--- config.mk ---
export PLATFORM = sky130hd
export DESIGN_NAME = ldpc_cn_sched
export DESIGN_NICKNAME = d
export VERILOG_FILES = /design/src/rtl/ldpc_cn_sched.sv
export SDC_FILE = /design/constraint.sdc
export NUM_CORES = 1
export LEC_CHECK = 0
export ABC_AREA = 1
export BUFFER_PORTS_ARGS = -buffer_cell sky130_fd_sc_hd__buf_2
export CORE_MARGIN = 2
export CORE_UTILIZATION = 55
export CTS_CLUSTER_DIAMETER = 60
export DETAILED_ROUTE_END_ITERATION = 8
export GPL_TIMING_DRIVEN = 0
export PLACE_DENSITY = 0.84
export REMOVE_ABC_BUFFERS = 1
export SETUP_SLACK_MARGIN = 0.1
export SYNTH_ARGS = -nofsm -noshare
export SYNTH_HDL_FRONTEND = slang
export SYNTH_SLANG_ARGS = --single-unit
--- constraint.sdc ---
create_clock -name clk_i -period 3 [get_ports clk_i]
set_clock_uncertainty 0.2 [all_clocks]
set_input_delay 0.15 -clock clk_i [delete_from_list [all_inputs] [get_ports clk_i]]
set_output_delay 0.15 -clock clk_i [all_outputs]
set_load 0.05 [all_outputs]
--- src/rtl/ldpc_cn_sched.sv ---
`default_nettype none
// ============================================================================
// Module   : ldpc_cn_sched
// Brief    : Min-sum LDPC check-node scheduler (collect v2c, emit c2v in order).
//            Optional offset min-sum via `define LDPC_OFFSET_MS_EN.
// Revision : 1.0 - initial release
// ============================================================================
module ldpc_cn_sched #(
    parameter int DEG    = 8,
    parameter int OFFSET = 1
) (
    input  logic       clk_i,
    input  logic       rst_i,
    input  logic       in_valid_i,
    output logic       in_ready_o,
    input  logic [7:0] in_data_i,
    input  logic       in_last_i,
    output logic       out_valid_o,
    input  logic       out_ready_i,
    output logic [7:0] out_data_o,
    output logic       out_last_o,
    output logic       busy_o,
    output logic       err_o
);

    localparam int KW = $clog2(DEG);
    localparam logic [KW-1:0] C_KMAX   = KW'(DEG - 1);
    localparam logic [6:0]    C_MAGMAX = 7'h7F;

    typedef enum logic [0:0] {
        S_COLLECT = 1'b0,
        S_EMIT    = 1'b1
    } state_t;

    if (DEG < 2 || OFFSET < 0 || OFFSET > 127) begin : g_bad_param
        $error("ldpc_cn_sched: DEG must be >= 2 and OFFSET within 0..127");
    end

    state_t          state_q, state_d;
    logic [KW-1:0]   cnt_q, cnt_d;
    logic [KW-1:0]   nm1_q, nm1_d;
    logic [KW-1:0]   j_q, j_d;
    logic [KW-1:0]   idx_q, idx_d;
    logic [6:0]      min1_q, min1_d;
    logic [6:0]      min2_q, min2_d;
    logic            parity_q, parity_d;
    logic [DEG-1:0]  sign_q, sign_d;
    logic            in_ready_q, in_ready_d;
    logic            out_valid_q, out_valid_d;
    logic [7:0]      out_data_q, out_data_d;
    logic            out_last_q, out_last_d;
    logic            busy_q, busy_d;
    logic            err_q, err_d;

    logic [6:0]      w_mag;
    logic [6:0]      w_sel_mag;
    logic [6:0]      w_emit_mag;
    logic            w_sgn;

    // -128 has no positive counterpart in 8 bits, so it saturates to 127.
    function automatic logic [6:0] sat_abs(input logic [7:0] x);
        logic [7:0] neg;
        neg = 8'd0 - x;
        if (x == 8'h80)
            return C_MAGMAX;
        else if (x[7])
            return neg[6:0];
        else
            return x[6:0];
    endfunction

    always_comb begin
        state_d  = state_q;
        cnt_d    = cnt_q;
        nm1_d    = nm1_q;
        j_d      = j_q;
        idx_d    = idx_q;
        min1_d   = min1_q;
        min2_d   = min2_q;
        parity_d = parity_q;
        sign_d   = sign_q;
        err_d    = 1'b0;
        w_mag    = sat_abs(in_data_i);

        case (state_q)
            S_COLLECT: begin
                if (in_valid_i && in_ready_q) begin
                    sign_d[cnt_q] = in_data_i[7];
                    parity_d      = parity_q ^ in_data_i[7];
                    if (w_mag < min1_q) begin
                        min2_d = min1_q;
                        min1_d = w_mag;
                        idx_d  = cnt_q;
                    end else if (w_mag < min2_q) begin
                        min2_d = w_mag;
                    end
                    if (in_last_i || cnt_q == C_KMAX) begin
                        state_d = S_EMIT;
                        nm1_d   = cnt_q;
                        j_d     = '0;
                        cnt_d   = '0;
                        err_d   = ~in_last_i;
                    end else begin
                        cnt_d = cnt_q + 1'b1;
                    end
                end
            end
            S_EMIT: begin
                if (out_valid_q && out_ready_i) begin
                    if (j_q == nm1_q) begin
                        state_d  = S_COLLECT;
                        cnt_d    = '0;
                        nm1_d    = '0;
                        j_d      = '0;
                        idx_d    = '0;
                        min1_d   = C_MAGMAX;
                        min2_d   = C_MAGMAX;
                        parity_d = 1'b0;
                        sign_d   = '0;
                    end else begin
                        j_d = j_q + 1'b1;
                    end
                end
            end
            default: state_d = S_COLLECT;
        endcase

        // Outputs are precomputed from next-state values so they are registered.
        w_sel_mag = (j_d == idx_d) ? min2_d : min1_d;
`ifdef LDPC_OFFSET_MS_EN
        w_emit_mag = (w_sel_mag > 7'(OFFSET)) ? (w_sel_mag - 7'(OFFSET)) : 7'd0;
`else
        w_emit_mag = w_sel_mag;
`endif
        w_sgn = parity_d ^ sign_d[j_d];

        in_ready_d  = (state_d == S_COLLECT);
        out_valid_d = (state_d == S_EMIT);
        out_last_d  = (state_d == S_EMIT) && (j_d == nm1_d);
        busy_d      = (state_d == S_EMIT) || (cnt_d != '0);
        if (state_d == S_EMIT)
            out_data_d = w_sgn ? (8'd0 - {1'b0, w_emit_mag}) : {1'b0, w_emit_mag};
        else
            out_data_d = 8'd0;
    end

    always_ff @(posedge clk_i or posedge rst_i) begin
        if (rst_i) begin
            state_q     <= S_COLLECT;
            cnt_q       <= '0;
            nm1_q       <= '0;
            j_q         <= '0;
            idx_q       <= '0;
            min1_q      <= C_MAGMAX;
            min2_q      <= C_MAGMAX;
            parity_q    <= 1'b0;
            sign_q      <= '0;
            in_ready_q  <= 1'b1;
            out_valid_q <= 1'b0;
            out_data_q  <= 8'd0;
            out_last_q  <= 1'b0;
            busy_q      <= 1'b0;
            err_q       <= 1'b0;
        end else begin
            state_q     <= state_d;
            cnt_q       <= cnt_d;
            nm1_q       <= nm1_d;
            j_q         <= j_d;
            idx_q       <= idx_d;
            min1_q      <= min1_d;
            min2_q      <= min2_d;
            parity_q    <= parity_d;
            sign_q      <= sign_d;
            in_ready_q  <= in_ready_d;
            out_valid_q <= out_valid_d;
            out_data_q  <= out_data_d;
            out_last_q  <= out_last_d;
            busy_q      <= busy_d;
            err_q       <= err_d;
        end
    end

    assign in_ready_o  = in_ready_q;
    assign out_valid_o = out_valid_q;
    assign out_data_o  = out_data_q;
    assign out_last_o  = out_last_q;
    assign busy_o      = busy_q;
    assign err_o       = err_q;

endmodule
`default_nettype wire

# Word level (Yosys, flattened, before mapping)
# Cells that the tools add are included.
# Widths: inputs -> output; s select.
[word_totals]
inputBits = 13
wordCells = 97
regBits = 48
out_inout_bits = 13
[op_classes]
n_lt_le_gt_ge = 5
n_mux = 57
eq_ne = 5
n_bitwise = 5
addsub = 4
reduce_logical = 7
[ops]
columns = ["operator", "n"]
rows = [
  ["$mux 7", 12],
  ["$mux 3", 16],
  ["$mux 8", 5],
  ["$pmux 7 s2", 2],
  ["$pmux 3 s2", 4],
  ["$pmux 8 s2", 1],
  ["$lt 7x7->1", 2],
  ["$mux 1", 12],
  ["$eq 3x3->1", 3],
  ["$bwmux 8", 1],
  ["$eq 8x8->1 const B", 1],
  ["$lt 3x4->1 const B", 2],
  ["$sub 1x7->8 const A", 1],
  ["$sub 1x7->7 const A", 1],
  ["$add 3x1->3 const B", 2],
  ["$logic_and 1x1->1", 4],
  ["$pmux 1 s2", 2],
  ["$bmux 1 s3", 1],
  ["$demux 1 s3", 1],
  ["$eq 3x3->1 const B", 1],
  ["$ge 3x1->1 const B", 1],
  ["$not 1->1", 3],
  ["$reduce_bool 3->1", 1],
  ["$logic_or 1x1->1", 2],
  ["$xor 1x1->1", 2],
]

# Logic depth before layout (Yosys ltp)
[depth]
ltp_word = 12
depth_mapped = 29
mapped_depth_nobuf = 28

# Least setup slack after synthesis
# No wires, ideal clock.
[synth_timing]
path_type = "input port to flip-flop"
start = "in in_data_i[0]"
end = "reg out_data_q[6], in the netlist out_data_o[6]"
setup_ps = 79
path_stages = 26
t_arrival_ps = 3228
setup_slack_ps = -507
required_ps = 2721
path_cell_list = "inv_1 ha_1 nand2_2 o21ai_0 o21ai_0 o21ai_0 ha_1 a21oi_1 nor2_1 a211oi_4 nand3_4 nand2_2 nand3_2 nand2_1 nand2_2 nand2_4 nand3_4 buf_12 nand2_4 nand2_2 ha_1 inv_1 nor2_1 nand3_1 nand3_1 a21oi_1"
[synth_via]
elab_chain_cells = 12
[synth_lines]
columns = ["item", "line", "text"]
rows = [
  ["from (decl)", "16", "input logic [7:0] in_data_i,"],
  ["$sub 1x7->7", "63", "neg = 8'd0 - x;"],
  ["$mux 7", "66", "else if (x[7])"],
  ["$mux 7 (*)", "64", "if (x == 8'h80)"],
  ["$lt 7x7->1 (on tied branches)", "90, 94", ""],
  ["$mux 3 / $mux 7 (equally long branches)", "90, 94", ""],
  ["$mux 3 / $mux 7 (equally long branches)", "87, 90", ""],
  ["$pmux 3 s2 / $mux 7 (equally long branches)", "85, 87", ""],
  ["$eq 3x3->1 / $pmux 7 s2 (equally long branches)", "129, 85", ""],
  ["$mux 7 (*)", "129", "w_sel_mag = (j_d == idx_d) ? min2_d : min1_d;"],
  ["$sub 1x7->8", "142", "out_data_d = w_sgn ? (8'd0 - {1'b0, w_emit_mag}) : {1'b0, w_emit_mag};"],
  ["$mux 8 (*)", "142", ""],
  ["$mux 8 (*)", "141", "if (state_d == S_EMIT)"],
  ["named net out_data_d[6]", "50", "logic [7:0] out_data_q, out_data_d;"],
  ["to (signal assigned)", "176", "out_data_q <= out_data_d;"],
  ["to (decl)", "50", ""],
]
# Mark *: on every way through the listed nets, which the timed path passes. The rest lies on a longest branch.

# Worst setup path after layout
[layout_timing]
start = "reg min1_q[4]"
end = "reg out_data_q[5], in the netlist out_data_o[5]"
[layout_via]
elab_chain_cells = 9
[layout_lines]
columns = ["item", "line", "text"]
rows = [
  ["from (decl)", "44", "logic [6:0] min1_q, min1_d;"],
  ["from (signal assigned)", "170", "min1_q <= min1_d;"],
  ["$lt 7x7->1", "90", "if (w_mag < min1_q) begin"],
  ["$mux 3", "90", ""],
  ["$mux 3", "87", "if (in_valid_i && in_ready_q) begin"],
  ["$pmux 3 s2", "85", "case (state_q)"],
  ["$eq 3x3->1", "129", ""],
  ["$mux 7 (*)", "129", ""],
  ["$sub 1x7->8", "142", ""],
  ["$mux 8 (*)", "142", ""],
  ["$mux 8 (*)", "141", ""],
  ["named net out_data_d[5]", "50", ""],
]
# Marks and branches as above.

==> reports/metrics.yaml <==
status: "complete, but fails checks"
violations: "setup timing"
ys.flop_type: "dfrtp_1"
insertion_delay_ps: 320
synth_edf_count: 0
initial_core_util_pct: 57.35
rr_worst_depth: 19
seq_area_um2: 1222
ant_nets: 0
clock.fmax_ghz: 0.2872
grt_util_all_layers_pct: 28.36
synthesis.area_um2: 3662
io_pins: 26
antennaDiodeCount: 0
ys_ff_latch: 48
crit_required_ps: 3040
die_x_um: 85.60
crit_type: "flop to flop"
fin_ws_ps: -481.9
grt_pass1_wl_mm: 16.59
synthCells: 490
dieArea_um2: 7327
multi_input_area_um2: 2391
place.gp.congestion: 0.8855
synthTopCellsByArea: "dfrtp_1, dfstp_2, nand2_1"
cts_tree: "built"
cts_root_buf: "clkbuf_8"
setup_viol: 8
yosysMostFrequentCell: "nand2_1"
core.rowCount: 29
hold_viol: 0
fillerInstances: 369
yosysTopAreaCellShare_pct: 22.55
syn_area_per_cell_um2: 7.474
first_pass_iters: 8
min_path_cells: 5
clockBufferDepth: 2
vias_per_cell: 6.286
synth_top_area_cell: "dfrtp_1"
htreeDepth: 2
num_vias: 3998
crit_path_end_kind: "flop"
hold_class: "input port to flop"
synthArstFlopShare_pct: 100.0
first_iter_violations: 652
core_um2: 6386
grt-ovfl-total: 0
seq_area_frac_synth_pct: 33.31
synth_cell_types: 47
antenna_found_initial: 0
areaGrowthSynthToFinish_pct: 29.69
rsz0062_at_grt: "true"
clk_pin_slew_ps: 100
final.min_clock_period_ps: 3482
route.detailed.drc: 0
portBuffers: 25
critPathLaunchType: "flop"
min_period_over_period_pct: 116.1
cts.sinks: 48
die_h_um: 85.60
worstPathArrival_ps: 3520
ys_top_cells_by_count: "nand2_1, inv_1, o21ai_0"
layout.cells.non_filler: 636
drv_cap: 0
path_max_fanout: 5
ys.warnings.count: 0
dp_hpwl_mm: 6.307
slew_viol_final: 0
drt-total-wl_mm: 12.39
wire_per_inst_um: 19.49
grt_max_degree: 31
grt_pass1_vias: 3525
cts_made_buffers: 5
place_inst: 581
nets: 588
tightest_slew_ps: 570.1
maxSlewHeadroom_pct: 61.59
drive_gt1_share_pct: 40.97
layer usage:
| layer | wire length, um | GRT usage [%] | part of all wire [%] |
|---|---|---|---|
| met1 | 4432 | 36.44 | 36 |
| met5 | 0 | 0 | 0 |
| met3 | 1347 | 4.812 | 11 |
| met2 | 5891 | 48.37 | 48 |
| met4 | 722 | 10.10 | 5.8 |
worst paths after layout:
check	to	slack, ps	startpoint
hold reg to reg	min1_q[2]$_DFF_PP1_	360	min1_q[2]$_DFF_PP1_
min in group asynchronous	out_data_o[0]$_DFF_PP0_	160	rst_i
setup reg to reg	out_data_o[5]$_DFF_PP0_	-480	min1_q[4]$_DFF_PP1_
max in group asynchronous	min1_q[4]$_DFF_PP1_	1850	rst_i
hold / removal	sign_q[5]$_DFF_PP0_	90	in_data_i[7]
setup / recovery	out_data_o[5]$_DFF_PP0_	-480	min1_q[4]$_DFF_PP1_
flip-flops by register name, indices dropped and copies added, names as in the netlist:
| name | cells |
|---|---|
| sign_q | 8 |
| parity_q | 1 |
| min2_q | 7 |
| busy_o | 1 |
| out_data_o | 8 |
| idx_q | 3 |
| err_o | 1 |
| nm1_q | 3 |
| out_valid_o | 1 |
| cnt_q | 3 |
| min1_q | 7 |
| in_ready_o | 1 |
| out_last_o | 1 |
| j_q | 3 |
per-stage QoR:
step / TNS, ps / setup WS (ps) / hold WS [ps] / utilization, % / cell area (um2)
floorplan: -3164 / -559.4 / 20.28 / - / 3560
finish: -2644 / -481.9 / 94.29 / 74.37 / 4750
global placement: -10280 / -1192 / 118.6 / 59.21 / 3781
CTS: -1067 / -207.9 / 42.36 / 69.26 / 4423
global route: -3542 / -545.8 / 110.1 / 74.37 / 4750
detailed placement: -13400 / -1363 / -26.69 / 59.52 / 3801
layout by cell type (no fill, tap or decap), types with 5 or more instances in the layout:
master     n
ha_4       6
nor2_4     9
inv_4      6
a21oi_2    5
nand2_2   22
buf_6     12
buf_4     35
inv_1     65
o21ai_4    5
nand2_4   22
buf_2     21
o21ai_2    5
o21ai_1    8
ha_1      10
o21ai_0   33
nand3_1   26
nor2_1    18
nand2_1   91
a21oi_1   14
inv_2     20
o211ai_1   9
dfstp_2   15
nand3_4    5
clkbuf_8   6
dfrtp_1   31
nand3_2    9
logic make-up after synthesis:
| logic type | Yosys count | synth area share [%] |
|---|---|---|
| AOI/OAI and AO/OA | 99 | 17.05 |
| xor gates and xnor gates | 5 | 1.401 |
| buffers and inverters | 104 | 12.23 |
| adders and majority gates | 17 | 5.808 |
| and+or+nand+nor | 217 | 30.20 |
| DFF | 48 | 33.31 |
critical path: stages (launching register included):
cell and delay (ps):
dfstp_2 560, inv_2 60, ha_4 240, a21oi_4 180, nor2_4 50, a211oi_4 310
buf_6 170, nand4_1 160, nand3_2 160, nand2_2 90, nand2_1 80, nand2_1 110
nand3_4 130, buf_6 140, nand2_1 100, o21ai_4 120, nand2_1 100, o21bai_1 190
nand2_1 100, a21oi_2 150
layout make-up:
class                   count  share of cell area [%]
well taps                  77                   2.028
inverters                  92                   7.692
flip-flops and latches     48                   25.74
clock buffers               6                   1.739
clock inverters             2                  0.2898
repair buffers             73                   12.17
multi-input cells         338                   50.34
timing repair:
item	4_1_cts	5_1_grt
hold endpoints to repair	42	0
setup buffers	27	18
gates resized for setup	81	46
endpoints found under the setup margin	18	9
hold buffers	2	0
cloned	0	0
pin swaps	39	51
Power is left out: the tool's default activity adds up to more than one toggle a clock period on the data nets, which glitch-free logic cannot reach.
